**config.mk**
```make
export PLATFORM = sky130hd
export DESIGN_NAME = keypad_matrix_scanner
export DESIGN_NICKNAME = d
export VERILOG_FILES = /design/src/rtl/keypad_pkg.sv /design/src/rtl/keypad_row_sync.sv /design/src/rtl/keypad_matrix_scanner.sv
export SDC_FILE = /design/constraint.sdc
export NUM_CORES = 1
export LEC_CHECK = 0
export ABC_AREA = 1
export BUFFER_PORTS_ARGS = -buffer_cell sky130_fd_sc_hd__buf_2
export CAP_MARGIN = 20
export CORE_MARGIN = 3
export CORE_UTILIZATION = 59
export DETAILED_ROUTE_END_ITERATION = 10
export PLACE_DENSITY = 0.78
export SLEW_MARGIN = 20
export SYNTH_ARGS = -nofsm -noshare
export SYNTH_HDL_FRONTEND = slang
export SYNTH_HIERARCHICAL = 1
export SYNTH_SLANG_ARGS = --single-unit
```
**constraint.sdc**
```tcl
create_clock -name i_clk -period 1.95 [get_ports i_clk]
set_input_delay 0 -clock i_clk [delete_from_list [all_inputs] [get_ports i_clk]]
set_output_delay 0 -clock i_clk [all_outputs]
set_load 0.01 [all_outputs]
```
**src/rtl/keypad_pkg.sv**
```systemverilog
// Shared types, coin codes and the key-code-to-coin mapping for the keypad scanner.
package keypad_pkg;

  typedef enum logic [1:0] {
    SCAN,
    DEBOUNCE,
    HELD
  } scan_state_t;

  localparam logic [2:0] COIN_NONE    = 3'b111;
  localparam logic [2:0] COIN_DOLLAR  = 3'b101;
  localparam logic [2:0] COIN_QUARTER = 3'b110;
  localparam logic [2:0] COIN_DIME    = 3'b011;

  function automatic logic [2:0] coin_of(input int unsigned code);
    case (code)
      0:       coin_of = COIN_DOLLAR;
      1:       coin_of = COIN_QUARTER;
      2:       coin_of = COIN_DIME;
      default: coin_of = COIN_NONE;
    endcase
  endfunction

endpackage

```
**src/rtl/keypad_row_sync.sv**
```systemverilog
// Two-flop synchroniser for the asynchronous row lines; 2-cycle latency, no backpressure.
// Resets to all-ones so an idle (unpressed) keypad is seen during and after reset.
module keypad_row_sync #(
  parameter int W = 4
) (
  input  logic         i_clk,
  input  logic         i_rst,
  input  logic [W-1:0] i_d,
  output logic [W-1:0] o_q
);

  logic [W-1:0] meta;

  always_ff @(posedge i_clk) begin
    if (i_rst) begin
      meta <= '1;
      o_q  <= '1;
    end else begin
      meta <= i_d;
      o_q  <= meta;
    end
  end

endmodule

```
**src/rtl/keypad_matrix_scanner.sv**
```systemverilog
// Column-scanning keypad reader: debounced press -> one-cycle key strobe; optional coin code (KEYPAD_COIN_MAP_EN).
// Press-to-strobe within (N_COLS+DEBOUNCE_SCANS)*SCAN_DIV+3 clocks; no backpressure, strobes are fire-and-forget.
module keypad_matrix_scanner
  import keypad_pkg::*;
#(
  parameter int N_ROWS         = 4,
  parameter int N_COLS         = 4,
  parameter int SCAN_DIV       = 50000,
  parameter int DEBOUNCE_SCANS = 4
) (
  input  logic                              i_clk,
  input  logic                              i_rst,
  input  logic [N_ROWS-1:0]                 i_pad_row,
  output logic [N_COLS-1:0]                 o_pad_col,
  output logic                              o_key_valid,
  output logic [$clog2(N_ROWS*N_COLS)-1:0]  o_key_code,
  output logic                              o_key_held
`ifdef KEYPAD_COIN_MAP_EN
  ,
  output logic [2:0]                        o_coin
`endif
);

  localparam int CW  = $clog2(N_ROWS*N_COLS);
  localparam int CLW = $clog2(N_COLS);
  localparam int RW  = (N_ROWS > 1) ? $clog2(N_ROWS) : 1;
  localparam int DW  = $clog2(SCAN_DIV);
  localparam int MW  = $clog2(DEBOUNCE_SCANS + 1);

  logic [N_ROWS-1:0] row_s;
  logic [DW-1:0]     cnt;
  logic [CLW-1:0]    col, col_d, col_next;
  logic [MW-1:0]     match, match_d;
  logic [CW-1:0]     cand, cand_d, code_now;
  logic [RW-1:0]     cand_row, cand_row_d, win_row;
  scan_state_t       state, state_d;
  logic              sample, any_low, accept, release_done;

  keypad_row_sync #(.W(N_ROWS)) u_row_sync (
    .i_clk (i_clk),
    .i_rst (i_rst),
    .i_d   (i_pad_row),
    .o_q   (row_s)
  );

  assign sample   = (cnt == DW'(SCAN_DIV - 1));
  assign any_low  = ~&row_s;
  assign col_next = (col == CLW'(N_COLS - 1)) ? '0 : col + 1'b1;
  assign code_now = CW'(win_row) * CW'(N_COLS) + CW'(col);

  // Descending loop so the lowest low row index is the last (winning) assignment.
  always_comb begin
    win_row = '0;
    for (int i = N_ROWS - 1; i >= 0; i--) begin
      if (!row_s[i]) win_row = RW'(i);
    end
  end

  always_comb begin
    for (int i = 0; i < N_COLS; i++) o_pad_col[i] = (CLW'(i) != col);
  end

  always_comb begin
    state_d      = state;
    col_d        = col;
    match_d      = match;
    cand_d       = cand;
    cand_row_d   = cand_row;
    accept       = 1'b0;
    release_done = 1'b0;
    if (sample) begin
      case (state)
        SCAN: begin
          if (any_low) begin
            cand_d     = code_now;
            cand_row_d = win_row;
            match_d    = MW'(1);
            state_d    = DEBOUNCE;
            if (DEBOUNCE_SCANS == 1) begin
              accept  = 1'b1;
              match_d = '0;
              state_d = HELD;
            end
          end else begin
            col_d = col_next;
          end
        end
        DEBOUNCE: begin
          if (any_low && (win_row == cand_row)) begin
            if (match == MW'(DEBOUNCE_SCANS - 1)) begin
              accept  = 1'b1;
              match_d = '0;
              state_d = HELD;
            end else begin
              match_d = match + 1'b1;
            end
          end else begin
            match_d = '0;
            col_d   = col_next;
            state_d = SCAN;
          end
        end
        HELD: begin
          // match counts consecutive all-high samples here.
          if (any_low) begin
            match_d = '0;
          end else if (match == MW'(DEBOUNCE_SCANS - 1)) begin
            release_done = 1'b1;
            match_d      = '0;
            col_d        = col_next;
            state_d      = SCAN;
          end else begin
            match_d = match + 1'b1;
          end
        end
        default: begin
          match_d = '0;
          state_d = SCAN;
        end
      endcase
    end
  end

  always_ff @(posedge i_clk) begin
    if (i_rst) begin
      state       <= SCAN;
      col         <= '0;
      cnt         <= '0;
      match       <= '0;
      cand        <= '0;
      cand_row    <= '0;
      o_key_valid <= 1'b0;
      o_key_code  <= '0;
      o_key_held  <= 1'b0;
    end else begin
      state       <= state_d;
      col         <= col_d;
      cnt         <= sample ? '0 : cnt + 1'b1;
      match       <= match_d;
      cand        <= cand_d;
      cand_row    <= cand_row_d;
      o_key_valid <= accept;
      if (accept) begin
        o_key_code <= cand_d;
        o_key_held <= 1'b1;
      end else if (release_done) begin
        o_key_held <= 1'b0;
      end
    end
  end

`ifdef KEYPAD_COIN_MAP_EN
  always_ff @(posedge i_clk) begin
    if (i_rst) o_coin <= COIN_NONE;
    else       o_coin <= accept ? coin_of(32'(cand_d)) : COIN_NONE;
  end
`endif

endmodule
```
# Word-level counts from Yosys, hierarchy flattened
# Index checks and enable logic that the tools add are counted.
# word_totals
ff_bits	43
output_inout_bits	10
inputBits	6
elab_cells	76
# op_classes
n_eq_ne	15
mux	33
addsub	4
bitwise	1
n_reduce_logical	12
# ops
op	n
two-way mux 2 bit	14
adder 16 x 1 -> 16 bit (second input constant)	1
== test 16 bit (second input constant)	1
two-way mux 3 bit	4
two-way mux 4 bit	3
one-hot mux 2 bit (3 select lines)	2
!= test 2 bit (second input constant)	5
two-way mux 1 bit	9
one-hot mux 3 bit (3 select lines)	1
AND reduction 6 bit	1
AND reduction 5 bit	1
adder 4 x 2 -> 4 bit	1
== test 2 bit (second input constant)	2
!= test 2 bit (first input constant)	2
AND reduction 4 bit	1
nonzero test 2 bit	2
adder 3 x 1 -> 3 bit (second input constant)	1
== test 3 x 2 -> 1 bit (second input constant)	1
!= test 3 bit (second input constant)	1
AND reduction 3 bit	1
nonzero test 3 bit	1
adder 2 x 1 -> 2 bit (second input constant)	1
== test 2 x 1 -> 1 bit (second input constant)	1
== test 2 bit	1
other kinds (7)	7

# Longest topological paths before layout
# logic_depth
depth_word	10
ltp_mapped	10
ltp_nobuf	10

# Modules after synthesis
# Netlist, hierarchy kept.
# by_module_without_submodules
mod	cells_each	area_each_um2	n_inst
keypad_matrix_scanner	290	1913.1	1
keypad_row_sync	25	224.0	1

# Worst setup path after synthesis
# No wires, ideal clock.
# synth_path
path_type	register to register
start	reg cnt[0]
end	reg cnt[15]
synth_period_minus_slack_ns	1.408
t_arrival_ns	1.291
required_time_ns	1.833
path_stages_with_launch	8
setup_time_ns	0.117
slack_ns	0.542
path_cell_list	dfxtp_1 -> ha_1 -> nand3_1 -> nor2_1 -> nand2_1 -> nand2_2 -> buf_2 -> nor2_1
# synth_between
elab_chain_cells	2
word_cells_on_any_way	3
# synth_rtl
item	line	source
start: declaration	keypad_matrix_scanner.sv:31	logic [DW-1:0] cnt;
start signal: assignment	keypad_matrix_scanner.sv:138	cnt <= sample ? '0 : cnt + 1'b1;
parallel branches: the longest is 2 deep, another holds adder 16 x 1 -> 16 bit	n/a	
# Several ways; the timed one is not identified.
# A chain may end at the register's enable or synchronous reset.

# Final worst setup path
# layout_path
start	reg cnt[0]
end	reg cnt[8]
# Same word-level chain as after synthesis.

==> metrics <==
ANT nets after route=0; total congestion overflow=0; final slew viol count=0; Max IR drop VDD=0.479 mV; Synth area leaders=dfxtp_1 (40%), nand2_1 (15%), inv_1 (7.4%), nor2_1 (7.4%), a21oi_1 (4.9%); largest net degree at the start of global routing=17; Worst Path Required=2200 ps; Crit. End Element=flip-flop; adder-cell share of the synthesized area=3.51%; slack of the critical path=340 ps; Yosys top cell by area=dfxtp_1; multiplexer share of the synthesized area=0%; Initial Util=62.6%; Sink Count=43; Critical Path AT=between 1500 and 2000 ps; Synth Area in Simple Gates=roughly 37%; status=completed; DRT Wirelength=3.86 mm; fraction of layout cells with a size suffix above 1=between 10% and 20%; commonest cells in the netlist=nand2_1 (86), dfxtp_1 (43), inv_1 (42), nor2_1 (42), a21oi_1 (21); TNS Setup=0 ps; Skew-Pair Late Insertion Delay=around 340 ps; first-pass detailed-route iteration total=4; Final Cycle Share=a little over 80%; RSZ-0062 raised after global routing=false; post-layout minimum cycle time=1610 ps; crit path launch type=flip-flop; CP Max Fanout=16; Clock Pin Slew Worst Setup and Hold Paths=120 ps; post-synthesis sequential area ratio=40.3%; Nets=roughly 350; reg2reg path depth=7; Max Cap Viol=0; P&R area growth vs syn=10.9%; post-CTS setup buffers=0; initial antenna violation count=0; DRT iter0 DRCs=between 100 and 150; top-count cell post-synth=nand2_1; drt wl/cell=9.99 µm; number of synthesized flops with an enable pin=0; Residual DRC=0; Setup WS pre-CTS=331 ps; DP Wirelength=2.85 mm; Port-buffer cells=15; clock tree root buffer cell=clkbuf_4; vias in the first global route=1617; ant diodes=0; Worst slew margin=79.8%; actual slew at the worst max-slew pin=302 ps; core area=3420 µm²; TritonCTS clock tree=yes; Die Ht=66.2 µm; Post-synth top flop=dfxtp_1; I/O pins=16; Max Fclk=621 MHz; via count=1887; Avg Vias per Cell=roughly 4.9; Leak=roughly 1.1 nW; Die X=approximately 66 µm; Total GRT Usage=20.5%; post-synth top area share=40.3%; Post-Synth XOR/XNOR Area=between 1 and 1.5%; post-synthesis compound-gate area fraction=under 10%; row cnt=21; Tot Pwr=1.40 mW; syn_nets=327; Die Area=~4400 µm²; synth warn=6; Final Util=between 60% and 70%; Post-synth ARST share=0%; final hold vios=0; Setup Viol. Count Final=0; P per Cell Area=592 nW/µm²; Critical Setup Path Class=flip-flop to flip-flop; hold depth=4; number of buffers created by CTS=5; synthesized area per cell=between 6 and 7 µm²; CTS H-Tree Depth=2; first-pass GRT wire length=6.98 mm; flops & latches, synth=43; worst hold slack=between 300 and 400 ps; Longest Clk Path Bufs=2; Clock Skews=roughly 7.6 ps; Synth cell types=29; largest family of logic cells by synthesized area=simple AND/OR/NAND/NOR gates; Mapped Area=2140 µm²; Placer Congestion=between 0.8 and 0.9; Cells after Synth=315; min-delay worst type=input port to flip-flop
[worst max-delay path, stage by stage, from the launching register on]
cell and delay (ps):
dfxtp_1 370, ha_1 190, nand3_1 150, nor2_1 170, nand2_1 170, nand2_2 290
a21oi_1 70, o21a_1 110
[metal layers]
layer / track usage [%] / routed length [µm] / vias to the layer above
met1: 28.3 / 1960 / 820
met3: 5.78 / 161 / 5
met5: 0 / 0 / -
li1: - / - / 1031
met2: 31.5 / 1690 / 31
met4: 5.33 / 44 / 0
[where the power goes]
part / internal, mW / switching (mW) / total (mW)
registers: 0.891 / 0.00655 / 0.897
logic: 0.0285 / 0.0470 / 0.0755
clock network: 0.167 / 0.265 / 0.432
[sequential cells by signal, indices dropped and copies added, names as in the netlist, 2 cells and up]
name             cells
match                3
cnt                 16
state                2
u_row_sync/o_q       4
cand                 4
cand_row             2
u_row_sync/meta      4
o_key_code           4
col                  2
[cells by family (layout without fill, tap and decap cells)]
logic type / Yosys count / in the layout
adders and majority gates: 6 / 6
xor gates and xnor gates: 3 / 3
buffers and inverters: 54 / 79
AOI/OAI and AO/OA: 34 / 34
DFF: 43 / 43
and+or+nand+nor: 175 / 175
[layout by cell type, fill, tap and decap left out, types with 2 or more instances in the layout]
| cell type | count |
|---|---|
| nor2_4 | 2 |
| a21oi_1 | 21 |
| ha_1 | 6 |
| nand3_1 | 16 |
| nor2_1 | 42 |
| inv_1 | 42 |
| dlygate4sd3_1 | 5 |
| inv_2 | 9 |
| nand2_1 | 86 |
| buf_2 | 15 |
| nand3b_1 | 2 |
| o21ai_1 | 3 |
| dfxtp_1 | 43 |
| xor2_1 | 3 |
| or2_0 | 2 |
| o21ai_0 | 7 |
| nand2_2 | 3 |
| nor2_2 | 4 |
| nand4_1 | 7 |
| nor3_1 | 5 |
| clkbuf_4 | 5 |
[stage by stage]
stage / instances / instance area, µm²
floorplan: 315 / 2140
global placement: 374 / 2260
detailed placement: 374 / 2260
CTS: 386 / 2370
global route: 386 / 2370
finish: 386 / 2370
[repair_timing]
item	4_1_cts	5_1_grt
hold buffers	5	0
endpoints found under the hold margin	11	0
resized for setup	0	0
[layout make-up]
cell class,instances,area (µm²)
inverters,51,191
multi-input cells,218,1070
clock inverters,1,5.00
flip-flops and latches,43,861
clock buffers,6,51.3
repair buffers,21,133
fillers,319,1040
well taps,46,57.6
[final timing paths]
kind	from	endpoint	slack, ps
setup / recovery	cnt[0]	cnt[8]	340
hold / removal	i_pad_row[2]	u_row_sync/meta[2]	370
setup reg to reg	cnt[0]	cnt[8]	340
hold reg to reg	u_row_sync/meta[2]	u_row_sync/o_q[2]	420
(Power assumes the default switching activity.)
